===== src/rtl/result_capture_fifo.sv =====
// result_capture_fifo: captures valid accumulated words into a FIFO, tracks
// end of burst with a small FSM and raises a level interrupt to the PS.
// Optional macro CAPTURE_LEVEL_EN adds the o_level and o_high_water ports.
module result_capture_fifo #(
  parameter int DATA_W = 32,
  parameter int DEPTH  = 16
) (
  input  logic              i_clk,
  input  logic              i_rst,
  input  logic [DATA_W-1:0] i_data,
  input  logic              i_data_valid,
  input  logic              i_intr,
  input  logic              i_rd_en,
  input  logic              i_intr_ack,
  output logic [DATA_W-1:0] o_rd_data,
  output logic              o_rd_valid,
  output logic              o_empty,
  output logic              o_full,
  output logic              o_overflow,
  output logic              o_intr
`ifdef CAPTURE_LEVEL_EN
  ,
  output logic [$clog2(DEPTH):0] o_level,
  output logic [$clog2(DEPTH):0] o_high_water
`endif
);

  localparam int AW = $clog2(DEPTH);
  localparam int CW = AW + 1;

  typedef enum logic [1:0] {
    IDLE    = 2'd0,
    CAPTURE = 2'd1,
    DONE    = 2'd2
  } state_t;

  state_t state_q, state_d;

  logic [DATA_W-1:0] mem_q [DEPTH];
  logic [AW-1:0]     wr_ptr_q, wr_ptr_d;
  logic [AW-1:0]     rd_ptr_q, rd_ptr_d;
  logic [CW-1:0]     count_q, count_d;
  logic [DATA_W-1:0] rd_data_q, rd_data_d;
  logic              rd_valid_q, rd_valid_d;
  logic              empty_q, full_q;
  logic              overflow_q, overflow_d;
  logic              intr_q;
  logic              rd_acc, wr_acc, drop;

  // Accept/drop decisions and FIFO bookkeeping for this cycle.
  always_comb begin
    rd_acc     = i_rd_en && !empty_q;
    wr_acc     = i_data_valid && (!full_q || rd_acc);
    drop       = i_data_valid && full_q && !rd_acc;
    wr_ptr_d   = wr_acc ? wr_ptr_q + AW'(1) : wr_ptr_q;
    rd_ptr_d   = rd_acc ? rd_ptr_q + AW'(1) : rd_ptr_q;
    rd_valid_d = rd_acc;
    rd_data_d  = rd_acc ? mem_q[rd_ptr_q] : rd_data_q;
    count_d    = count_q;
    case ({wr_acc, rd_acc})
      2'b10:   count_d = count_q + CW'(1);
      2'b01:   count_d = count_q - CW'(1);
      default: count_d = count_q;
    endcase
    overflow_d = overflow_q;
    if (drop)
      overflow_d = 1'b1;
    else if (i_intr_ack)
      overflow_d = 1'b0;
  end

  // Burst-tracking next-state logic; writes are accepted in every state.
  always_comb begin
    state_d = state_q;
    case (state_q)
      IDLE:    if (i_data_valid) state_d = CAPTURE;
      CAPTURE: if (i_intr && !i_data_valid) state_d = DONE;
      DONE:    if (i_intr_ack) state_d = i_data_valid ? CAPTURE : IDLE;
      default: state_d = IDLE;
    endcase
  end

  // Storage array; contents are don't-care until written, so no reset.
  always_ff @(posedge i_clk) begin
    if (wr_acc)
      mem_q[wr_ptr_q] <= i_data;
  end

  // Control and output registers.
  always_ff @(posedge i_clk or negedge i_rst) begin
    if (!i_rst) begin
      state_q    <= IDLE;
      wr_ptr_q   <= '0;
      rd_ptr_q   <= '0;
      count_q    <= '0;
      rd_data_q  <= '0;
      rd_valid_q <= 1'b0;
      empty_q    <= 1'b1;
      full_q     <= 1'b0;
      overflow_q <= 1'b0;
      intr_q     <= 1'b0;
    end else begin
      state_q    <= state_d;
      wr_ptr_q   <= wr_ptr_d;
      rd_ptr_q   <= rd_ptr_d;
      count_q    <= count_d;
      rd_data_q  <= rd_data_d;
      rd_valid_q <= rd_valid_d;
      empty_q    <= (count_d == '0);
      full_q     <= (count_d == CW'(DEPTH));
      overflow_q <= overflow_d;
      intr_q     <= (state_d == DONE);
    end
  end

  assign o_rd_data  = rd_data_q;
  assign o_rd_valid = rd_valid_q;
  assign o_empty    = empty_q;
  assign o_full     = full_q;
  assign o_overflow = overflow_q;
  assign o_intr     = intr_q;

`ifdef CAPTURE_LEVEL_EN
  logic [CW-1:0] hw_q, hw_d;

  // High-water mark restarts from the live count on every ack.
  always_comb begin
    hw_d = hw_q;
    if (i_intr_ack)
      hw_d = count_d;
    else if (count_d > hw_q)
      hw_d = count_d;
  end

  // High-water register.
  always_ff @(posedge i_clk or negedge i_rst) begin
    if (!i_rst)
      hw_q <= '0;
    else
      hw_q <= hw_d;
  end

  assign o_level      = count_q;
  assign o_high_water = hw_q;
`endif

endmodule


===== config.mk =====
export PLATFORM = sky130hd
export DESIGN_NAME = result_capture_fifo
export DESIGN_NICKNAME = d
export VERILOG_FILES = /design/src/rtl/result_capture_fifo.sv
export SDC_FILE = /design/constraint.sdc
export NUM_CORES = 1
export LEC_CHECK = 0
export CAP_MARGIN = 20
export CORE_MARGIN = 4
export CORE_UTILIZATION = 55
export CTS_CLUSTER_DIAMETER = 100
export DETAILED_ROUTE_END_ITERATION = 6
export GPL_TIMING_DRIVEN = 0
export PLACE_DENSITY_LB_ADDON = 0.1
export SKIP_LAST_GASP = 1
export SLEW_MARGIN = 10
export SYNTH_ARGS = -nofsm -noshare
export SYNTH_HDL_FRONTEND = slang
export SYNTH_SLANG_ARGS = --single-unit
export TNS_END_PERCENT = 20

===== constraint.sdc =====
create_clock -name i_clk -period 3.97 [get_ports i_clk]
set_input_delay 0.794 -clock i_clk [delete_from_list [all_inputs] [get_ports i_clk]]
set_output_delay 0.794 -clock i_clk [all_outputs]
set_load 0.1 [all_outputs]

# Word-level counts from Yosys, hierarchy flattened
# Memories as Yosys holds them, arrays and structs flattened. A register that Yosys moved wholly into a read port is not among the register bits.
# Index checks and enable logic that the tools add are counted.
[word_totals]
reg_bits = 20
latchBits = 0
ramBits = 512
rom_bits = 0
inputBits = 38
wordCells = 44
memories = 1
[mem_list]
columns = ["name", "depth", "width", "read_ports", "rd_clocked_by_memory_dff", "write_ports", "line", "text"]
rows = [
  ["mem_q", 16, 32, 1, 1, 1, "39", "logic [DATA_W-1:0] mem_q [DEPTH];"],
]
[op_classes]
n_addsub = 4
multipliers = 0
n_div = 0
order_cmp = 0
eq_ne = 6
n_shift = 0
mux = 10
n_bitwise = 0
n_reduce_logical = 14
[op_table]
columns = ["operator", "count"]
rows = [
  ["5-bit case mux with 2 select lines", 1],
  ["4-bit by 1-bit adder with 4-bit output (second input constant)", 2],
  ["2-bit == test (second input constant)", 3],
  ["2-bit two-way mux", 3],
  ["2-bit case mux with 3 select lines", 1],
  ["5-bit by 1-bit adder with 5-bit output (second input constant)", 1],
  ["5-bit == test (second input constant)", 1],
  ["1-bit logical AND", 5],
  ["1-bit zero test", 5],
  ["5-bit zero test", 1],
  ["1-bit two-way mux", 5],
  ["5-bit by 1-bit subtractor with 5-bit output (second input constant)", 1],
  ["2-bit by 1-bit == test with 1-bit output (second input constant)", 2],
  ["2-bit zero test", 1],
  ["2-bit nonzero test", 1],
  ["1-bit logical OR", 1],
]

# Depth between registers and ports, before layout
# Gate-level depths: netlist (run 1).
[logic_depth]
ltp_word = 7
ltp_mapped = 13
depth_no_buf = 11

# Least setup slack after synthesis (run 1)
# Ideal clock, no wire load.
[synth_path]
kind = "input to register"
from = "input port i_rd_en"
to = "memory mem_q[3][0], enable pin"
setup_time_ns = 0.461
arrival_ns = 3.675
t_required_ns = 3.509
path_slack_ns = -0.166
cell_stages = 5
path_buffers = 1
path_cell_list = "nand2b_1 > buf_2 > a21boi_2 > nand2_1 > nor3_1"
[synth_between]
elab_chain_len = 5
[synth_rtl]
columns = ["element", "line", "text"]
rows = [
  ["start, declared", "13", "input logic i_rd_en,"],
  ["1-bit logical AND", "52", "rd_acc = i_rd_en && !empty_q;"],
  ["1-bit logical OR", "53", "wr_acc = i_data_valid && (!full_q || rd_acc);"],
  ["1-bit logical AND", "53", ""],
  ["1-bit two-way mux", "85", "if (wr_acc)"],
  ["1-bit two-way mux (not written as such)", "86", "mem_q[wr_ptr_q] <= i_data;"],
  ["end, declared", "39", ""],
]
# No other way between the ends.

# Final worst setup path (run 1)
[layout_path]
from = "input port i_rd_en"
to = "register full_q, in the netlist o_full"
[layout_between]
elab_chain_len = 6
elab_cells_between_ends = 7
cone_classes = "3 x eq/ne; 1 x mux; 3 x reduce/logical"
[layout_rtl]
columns = ["element", "line", "text"]
rows = [
  ["1-bit logical AND *", "52", ""],
  ["1-bit logical OR", "53", ""],
  ["1-bit logical AND", "53", ""],
  ["2-bit by 1-bit == test with 1-bit output / 2-bit == test (equally long branches)", "60", "case ({wr_acc, rd_acc})"],
  ["5-bit case mux with 2 select lines *", "60", ""],
  ["via count_d[2]", "42", "logic [CW-1:0] count_q, count_d;"],
  ["5-bit == test *", "110", "full_q <= (count_d == CW'(DEPTH));"],
  ["end signal, assigned", "110", ""],
  ["end, declared", "45", "logic empty_q, full_q;"],
]
# Mark *: on every way through the listed nets, which the timed path passes. The rest lies on a longest branch.
# A chain may end at the register's enable or synchronous reset.

==> impl.org, run 1 <==
** Final layout
- Area growth syn-to-layout :: 16.8%
- In the final layout, the share of cells above drive strength 1 is 13.5%.
- In the final design database the tool counted 1495 nets.
- The number of antenna diodes in the final layout is 0.
- Once layout is complete, the utilization of the core stands at 65.0%.

** Synthesis
- Number of library cell types mapped by synthesis :: 47
- Of the synthesized area, sequential elements account for 75.4%.
- Flip-flop and latch count after synthesis :: 564
- A synthesized cell averages 17.1 sq um.
- Gate Count Post-Synth :: 1292
- Share of synthesized registers carrying an async set or reset :: 9.22%
- Post-synth EDFFs :: 512
- Yosys warning total :: 0
- The number of nets in the synthesized netlist is 1338.
- Among all flip-flop cells after synthesis, the most frequent one is edfxtp_1.
- The cell area that synthesis handed to floorplanning was 0.0221 sq mm.

** CTS
- TritonCTS built the clock tree.
- CTS sink count :: 564
- Clock-pin slew on the worst setup and hold paths :: 0.07 ns
- Clock latency on the worst-skew pair :: 0.59 ns
- The number of setup buffers added after CTS is 0.
- TritonCTS Buffers :: 54
- Maximum root-to-sink buffer count :: 3
- CTS Hold Bufs :: 0
- Resized Gates After CTS :: 0
- CTS built an H-tree with a depth of 2.
- The cell sitting at the root of the clock tree is a clkbuf_16.

** GRT
- The first global-routing pass estimated 74900 microns of wire.
- The via count of the first global-routing pass was 11900.
- The initial antenna violation count came to 1.
- Maximum number of pins on one net before global-route repair :: 31
- Global routing used 23.0% of the available tracks.
- After global routing the overflow that remains totals 0.

** Routing
- Detail Route Antenna Nets :: 0
- In the routed design, unresolved DRC markers number 0.
- Wirelength, routed :: 50500 microns
- Wire length the detailed router placed on met1 :: 22200 microns
- Met3 routed WL :: 3080 microns
- Number of detailed-routing iterations run before antenna repair :: 5
- The highest metal layer carrying signal wires in the routed design is met5.
- Average wire per standard cell :: 25.0 microns
- After detailed routing, the number of vias per cell comes to 5.86.
- Across all layers, the routed design uses 11800 vias.
- After detailed routing, the met2 layer carries 24100 microns of wire.
- For this block, the initial DRC count from the detailed router was 1008.

** Setup path
- Register-to-register setup slack :: 1.01 ns
- Worst Path Arrival :: 3.71 ns
- Critical-path maximum fanout :: 10
- STA classifies the critical path endpoint as a flip-flop.
- The worst register-to-register path has a depth of 13.
- Data on the critical path is required at its endpoint by 4.48 ns.
- WS Path Type :: in -> reg
- Critical Path Source Type :: input pin

** Min path
- Kind of path behind the tightest hold check :: in -> async

** STA
- Across the routed clock network, the largest skew measured is 0.0157 ns.
- Worst slew pin tran :: 1.04 ns
- RSZ-0062 raised after global routing :: false
- Setup violations remaining at the end of the flow were counted as 0.
- After layout, the worst setup slack is 0.775 ns.
- Clock period minus final worst setup slack :: 3.19 ns
- Remaining max-slew budget at the tightest pin :: 30.5%
- Final-layout setup total negative slack :: 0 ns
- Max-slew violation count :: 0
- Highest clock frequency the design can meet :: 0.313 GHz
- Dividing the final minimum period by the clock period gives 80.5%.
- The final hold violation count was 0.

** Floorplanning
- Placeable core region :: 0.0397 sq mm
- 75 I/O pins were placed.
- Horiz. Die Dim :: 209 microns
- The die covers 0.0435 sq mm.
- In this run the core area contains 73 standard-cell rows.
- Die extent in y :: 209 microns
- For this configuration, the core starts out at a cell density of 55.7%.

** Power and ir drop
- The clock network is responsible for 25.5% of the overall power.
- Combinational logic burns 35.8% of the power.
- For this design the total switching power over the nets is 7170 uW.
- Leakage dissipation :: 0.00885 uW
- Power Dens Cells :: 759 mW/mm^2
- Share of power burned in registers :: 38.6%
- Total power draw :: 19600 uW
- Sw Share :: 36.6%
- P_int :: 12400 uW
- Across the VDD grid, the largest voltage drop is 0.492 mV.

** Placed design
- Timing analysis after detailed placement gives a worst setup slack of 0.218 ns.
- The count of buffers added on input and output ports is 74.
- Post-detail-place hpwl :: 32900 microns
- Routability-driven placement finished with a final weighted congestion of 0.772.

** Job
- Reported max-cap violation count :: 0

** Status
- Outcome :: complete, no violations
state kept, by name, summed over array words and instances (netlist names):
register / flops
count_q: 5
mem_q: 512
o_empty: 1
o_full: 1
o_intr: 1
o_overflow: 1
o_rd_data: 32
o_rd_valid: 1
rd_ptr_q: 4
state_q: 2
wr_ptr_q: 4
layout make-up:
cell class | instances | area (sq um)
Clock inverter | 22 | 166
Timing Repair Buffer | 101 | 1210
Buffer | 80 | 537
Inverter | 7 | 26.3
Tap cell | 525 | 657
Sequential cell | 564 | 16700
Fill cell | 2757 | 13900
Clock buffer | 78 | 1580
Multi-Input combinational cell | 641 | 4990
per-layer routing:
metal | up-vias | track usage [%]
li1 | 5391 | -
met1 | 5953 | 33.1
met3 | 83 | 3.80
met4 | 2 | 6.39
met2 | 401 | 37.1
met5 | - | 0
placed cells by master, fill, tap and decap left out, drive strengths merged, types with 26 or more instances in the layout:
cell type	count
a211oi	32
a21oi	26
a221oi	32
a22oi	32
a32oi	32
buf	94
clkbuf	92
clkdlybuf4s50	73
dfrtp	51
edfxtp	512
mux2i	225
nand2	97
nor2b	36
o21ai	27
worst max-delay path, stage by stage:
cell and delay, ns:
clkdlybuf4s50_1 0.45, nand2b_1 0.05, buf_2 0.21, a21boi_2 0.40, inv_1 0.12, ha_1 0.21, buf_4 0.16, xor2_1 0.16
ha_1 0.22, a21oi_1 0.17, mux2i_1 0.23, xnor2_1 0.12, a211o_1 0.30, nor2b_1 0.11
worst paths after layout:
kind                                  from          to
worst min-delay path                 i_rst  count_q[1]
worst min register to register  count_q[4]  count_q[4]
max in group asynchronous            i_rst     o_empty
worst max-delay path               i_rd_en      o_full
min in group i_clk              count_q[4]  count_q[4]
worst max register to register     o_empty      o_full
cells by family (layout without fill, tap and decap cells):
family	count (synthesis)	after routing	share of synthesized area, %
AO/OA/AOI/OAI	190	190	6.48
AND/OR/NAND/NOR	205	205	4.35
XOR/XNOR	11	11	0.470
multiplexers	227	227	10.3
buffers and inverters	87	288	2.55
adder cells (fa/ha/maj)	8	8	0.453
flip-flops	564	564	75.4
synthesized netlist by cell type (2+ instances only):
master | count | area (sq um)
nor3_1 | 4 | 20.0
nor2b_1 | 36 | 225
xor2_1 | 2 | 17.5
a221oi_1 | 28 | 245
o21ai_0 | 4 | 20.0
inv_1 | 6 | 22.5
ha_1 | 8 | 100
and2_1 | 2 | 12.5
nand4_1 | 11 | 68.8
a221oi_2 | 4 | 60.1
nand2b_1 | 4 | 25.0
a211oi_2 | 4 | 50.1
a32oi_1 | 32 | 280
buf_1 | 5 | 18.8
buf_4 | 14 | 105
nor2_1 | 20 | 75.1
a21oi_1 | 26 | 130
clkbuf_1 | 14 | 52.6
buf_6 | 20 | 225
a211oi_1 | 28 | 210
o21ai_1 | 23 | 115
a22oi_1 | 32 | 240
nand3_1 | 25 | 125
nand3b_1 | 2 | 15.0
nand2_1 | 97 | 364
o32ai_1 | 2 | 17.5
mux2i_1 | 225 | 2250
buf_2 | 27 | 135
dfrtp_1 | 51 | 1280
xnor2_1 | 8 | 70.1
edfxtp_1 | 512 | 15400
metrics by stage:
stage | instance area (sq um) | hold WS (ns) | cells
global route | 25800 | 0.121 | 2018
floorplan | 22100 | 0.469 | 1292
CTS | 25800 | 0.107 | 2018
finish | 25800 | 0.122 | 2018
global placement | 23500 | 0.480 | 1891
detailed placement | 24100 | 0.488 | 1918
power by group through the flow:
stage,registers (uW),logic [uW],clock network [uW]
after floorplan,8910,3530,0
after global routing,7630,7440,5330
after CTS,7580,7080,5070
after detailed placement,7700,7060,0
after global placement,7740,6760,0
final,7580,7030,5000
Power figures use the tool's default switching activity.
==> run 2, diff against run 1 <==
- clock period: 3.97 -> 2.6 ns (I/O delays scaled with it)
==> run 2 against run 1 <==
Compared with the run above: the flow now finishes with violations (setup timing); routed wire length is 0.79% higher; hold slack improved by 0.25 ns; die area did not move; cell count is 0.55% higher; sequential power increased by 53%; count of clock-buffer cells in the layout shrank 12; sequential share of layout area decreased by 0.76 points; global-route usage increased by 0.12 points; sequential cell count did not move; first-iteration DRC count fell by 6.5%; critical path type is now reg -> out; critical endpoint is now o_rd_data[28]; largest cell class unchanged.
==> impl.org, run 2 (same netlist as run 1, synthesis figures left out) <==
** CTS
- The CTS tree is done (unchanged).
- The number of buffers between clock root and the deepest sink is 3 (unchanged).
- The number of sinks driven by the clock tree was 564 (unchanged).
- Number of H-tree levels :: 2 (unchanged)
- TritonCTS Buffers :: 55 (was 54)
- The worst-skew pair later-pin latency came to 0.59 ns (about the same).
- Clock-pin slew on the worst setup and hold paths :: 0.06 ns (was 0.07 ns)
- The master cell of the clock root buffer was clkbuf_16 (unchanged).

** Final layout
- Layout cells sized above 1 :: 14.7% (was 13.5%)
- Layout Cells excl Fill :: 2029 (was 2018)
- Final core area utilization :: 65.8% (was 65.0%)
- Diodes inserted :: 0 (unchanged)
- Register with the most flip-flops :: mem_q (unchanged)
- Area growth syn-to-layout :: 18.3% (was 16.8%)
- Commonest cells after routing, fill and taps aside: edfxtp_1 (512), mux2i_1 (225), nand2_1 (97) (unchanged).
- Most frequent standard cell in the layout excluding fill and tap cells :: edfxtp_1 (unchanged)
- Total Nets Final :: 1505 (was 1495)
- The flip-flop count of the largest register after layout was 512 (unchanged).

** GRT
- The maximum number of pins on one net before global-route repair is 35 (was 31).
- Aggregate global routing overflow :: 0 (unchanged)
- Gr usage total :: 23.1% (was 23.0%)
- The global-route wire length before repair came to 75600 microns (was 74900 microns).
- The via count of the first global-routing pass came to 12200 (was 11900).
- Antenna violations before repair :: 0 (was 1)

** Placed design
- Gpl congestion :: 0.767 (was 0.772)
- Cell Count Post-Placement :: 1914 (was 1918)
- Post-detail-place hpwl :: 32700 microns (was 32900 microns)
- Placement Setup Slack :: -0.599 ns (was 0.218 ns)
- Port Buffer Count :: 74 (unchanged)

** Routing
- The detailed-route via count was 12000 (was 11800).
- The number of iterations in the first detailed-routing pass came to 5 (unchanged).
- The count of antenna-violating nets left after detailed routing was 0 (unchanged).
- First DRT Iteration DRCs :: 942 (was 1008)
- Wirelength, routed :: 50900 microns (was 50500 microns)
- The post-detailed-route DRC marker count came to 0 (unchanged).
- The routed wire length per instance was 25.1 microns (was 25.0 microns).
- The routed via count divided by cell count came to 5.89 (was 5.86).

** Min path
- Kind of path behind the tightest hold check :: in -> async (unchanged)

** Status
- Outcome: complete, but fails checks (was complete, no violations).
- Failing checks :: setup timing

** Setup path
- Critical Path Source :: o_rd_data[28] (was i_rd_en)
- Required @ worst endpoint :: 2.08 ns (was 4.48 ns)
- The delay of the slowest cell on the worst path is 1.15 ns (was 0.45 ns).
- Worst R2R Start :: wr_ptr_q[2] (was o_empty)
- The worst-case register-to-register setup slack is 0.03 ns (was 1.01 ns).
- Worst r2r dst :: mem_q[13][1] (was o_full)
- The cell class contributing the biggest share of worst-path delay was buffers and inverters (unchanged).
- The kind of end point of the critical path is an output pin (was flip-flop).
- Crit-path cells: clkdlybuf4s50_1 (was clkdlybuf4s50_1, nand2b_1, buf_2, a21boi_2, inv_1, ha_1, buf_4, xor2_1, ha_1, a21oi_1, mux2i_1, xnor2_1, a211o_1, nor2b_1).
- Worst Path Arrival :: 2.12 ns (was 3.71 ns)
- The critical path depth was 1 (was 14).
- The highest net fanout along the worst path came to 2 (was 10).
- Critical path destination :: o_rd_data[28] (was o_full)
- WS Path Type :: reg -> out (was in -> reg)
- The cell with the largest stage delay on the worst path was clkdlybuf4s50_1 (unchanged).
- The kind of start point of the critical path is a flip-flop (was input pin).
- The number of cells on the worst reg-to-reg path is 4 (was 13).
- Buf+Inv Stages, Crit Path :: 1 (was 4)

** Power and ir drop
- The leakage dissipation is 0.00901 uW (was 0.00885 uW).
- Total power draw :: 30200 uW (was 19600 uW)
- Worst voltage drop across the vdd grid :: 1.14 mV (was 0.492 mV)
- Power Dens Cells :: 1150 mW/mm^2 (was 759 mW/mm^2)

** STA
- Max-slew violation count :: 0 (unchanged)
- Remaining max-slew budget at the tightest pin :: 32.3% (was 30.5%)
- After layout, the minimum clock period comes to 2.64 ns.
- Number of endpoints failing setup at the final stage :: 22 (was 0)
- Number of hold-slack violations in the final timing report :: 0 (unchanged)
- Worst slew pin tran :: 1.01 ns (was 1.04 ns)
- After layout, the worst path uses 101% of the clock period.
- RSZ-0062 raised after global routing :: true (was false)
- Final worst slack :: -0.0379 ns (was 0.775 ns)
- The clock tree skew after final layout came to 0.0150 ns (was 0.0157 ns).
- Derived from the worst setup path, the maximum achievable clock frequency is 0.379 GHz.

** Floorplanning
- Die Outline Area :: 0.0435 sq mm (unchanged)
- The initial standard-cell utilization of the core came to 55.7% (unchanged).
- Number of top-level design ports :: 75 (unchanged)
- The core region area came to 0.0397 sq mm (unchanged).
- The total number of placement rows was 73 (unchanged).
- Die extent in y :: 209 microns (unchanged)
- Horiz. Die Dim :: 209 microns (unchanged)

** Job
- Reported max-cap violation count :: 0 (unchanged)
-- run 2: cell types whose count changed in the layout (fill, tap and decap cells not counted), sizes merged --
| cell | delta |
|---|---|
| dlygate4sd2 | +9 |
| clkdlybuf4s50 | -12 |
| clkinvlp | +3 |
| dlymetal6s2s | +3 |
| clkinv | +8 |
| clkbuf | -12 |
| buf | +8 |
| bufinv | +3 |
| dlygate4sd3 | +1 |
-- run 2: metrics by stage --
stage,hold WS [ns],area (sq um),setup TNS (ns)
after global routing,0.403,26200,-4.11
after global placement,0.479,23600,-763.70
after detailed placement,0.447,24200,-200.69
after floorplan,0.224,22200,-1.66
final,0.376,26200,-0.443
after CTS,0.358,25900,-1.54
-- run 2: report_power, final --
part           switching [uW]  internal, uW
combinational            7280          3540
clock                    3310          4480
sequential                446         11100
-- run 2: timing repair --
item,4_1_cts,5_1_grt
buffers inserted,1,12
gates cloned,0,0
setup endpoints to repair,110,110
pin swaps,2,6
hold buffers,1,0
resized for setup,9,4
endpoints found under the hold margin,18,0
-- run 2: cell type report --
| cell class | instances | area, sq um |
|---|---|---|
| sequential | 564 | 16700 |
| tap | 525 | 657 |
| timing repair buffer | 111 | 1450 |
| fill | 2773 | 13600 |
| buffer | 79 | 536 |
| multi-input combinational | 641 | 5030 |
| clock buffer | 66 | 1460 |
| inverter | 7 | 26.3 |
| clock inverter | 36 | 312 |
-- run 2: how the worst min path moves through the flow --
| stage | end | cells after the start | slack (ns) | from |
|---|---|---|---|---|
| detailed placement | count_q[0] | 1 | 0.45 | i_rst |
| global route | count_q[0] | 2 | 0.40 | i_rst |
| CTS | o_rd_data[28] | 2 | 0.36 | i_rst |
| finish | count_q[0] | 2 | 0.38 | i_rst |
| global placement | state_q[1] | 1 | 0.48 | state_q[0] |
| floorplan | count_q[0] | 0 | 0.22 | i_rst |
-- run 2: layer usage --
| metal | share of wire (%) | track usage [%] | up-vias |
|---|---|---|---|
| met2 | 50 | 39.1 | 381 |
| met1 | 42 | 32.3 | 6076 |
| met3 | 5.7 | 3.26 | 80 |
| met5 | 0 | 0 | - |
| met4 | 2.1 | 5.53 | 0 |
| li1 | - | - | 5418 |
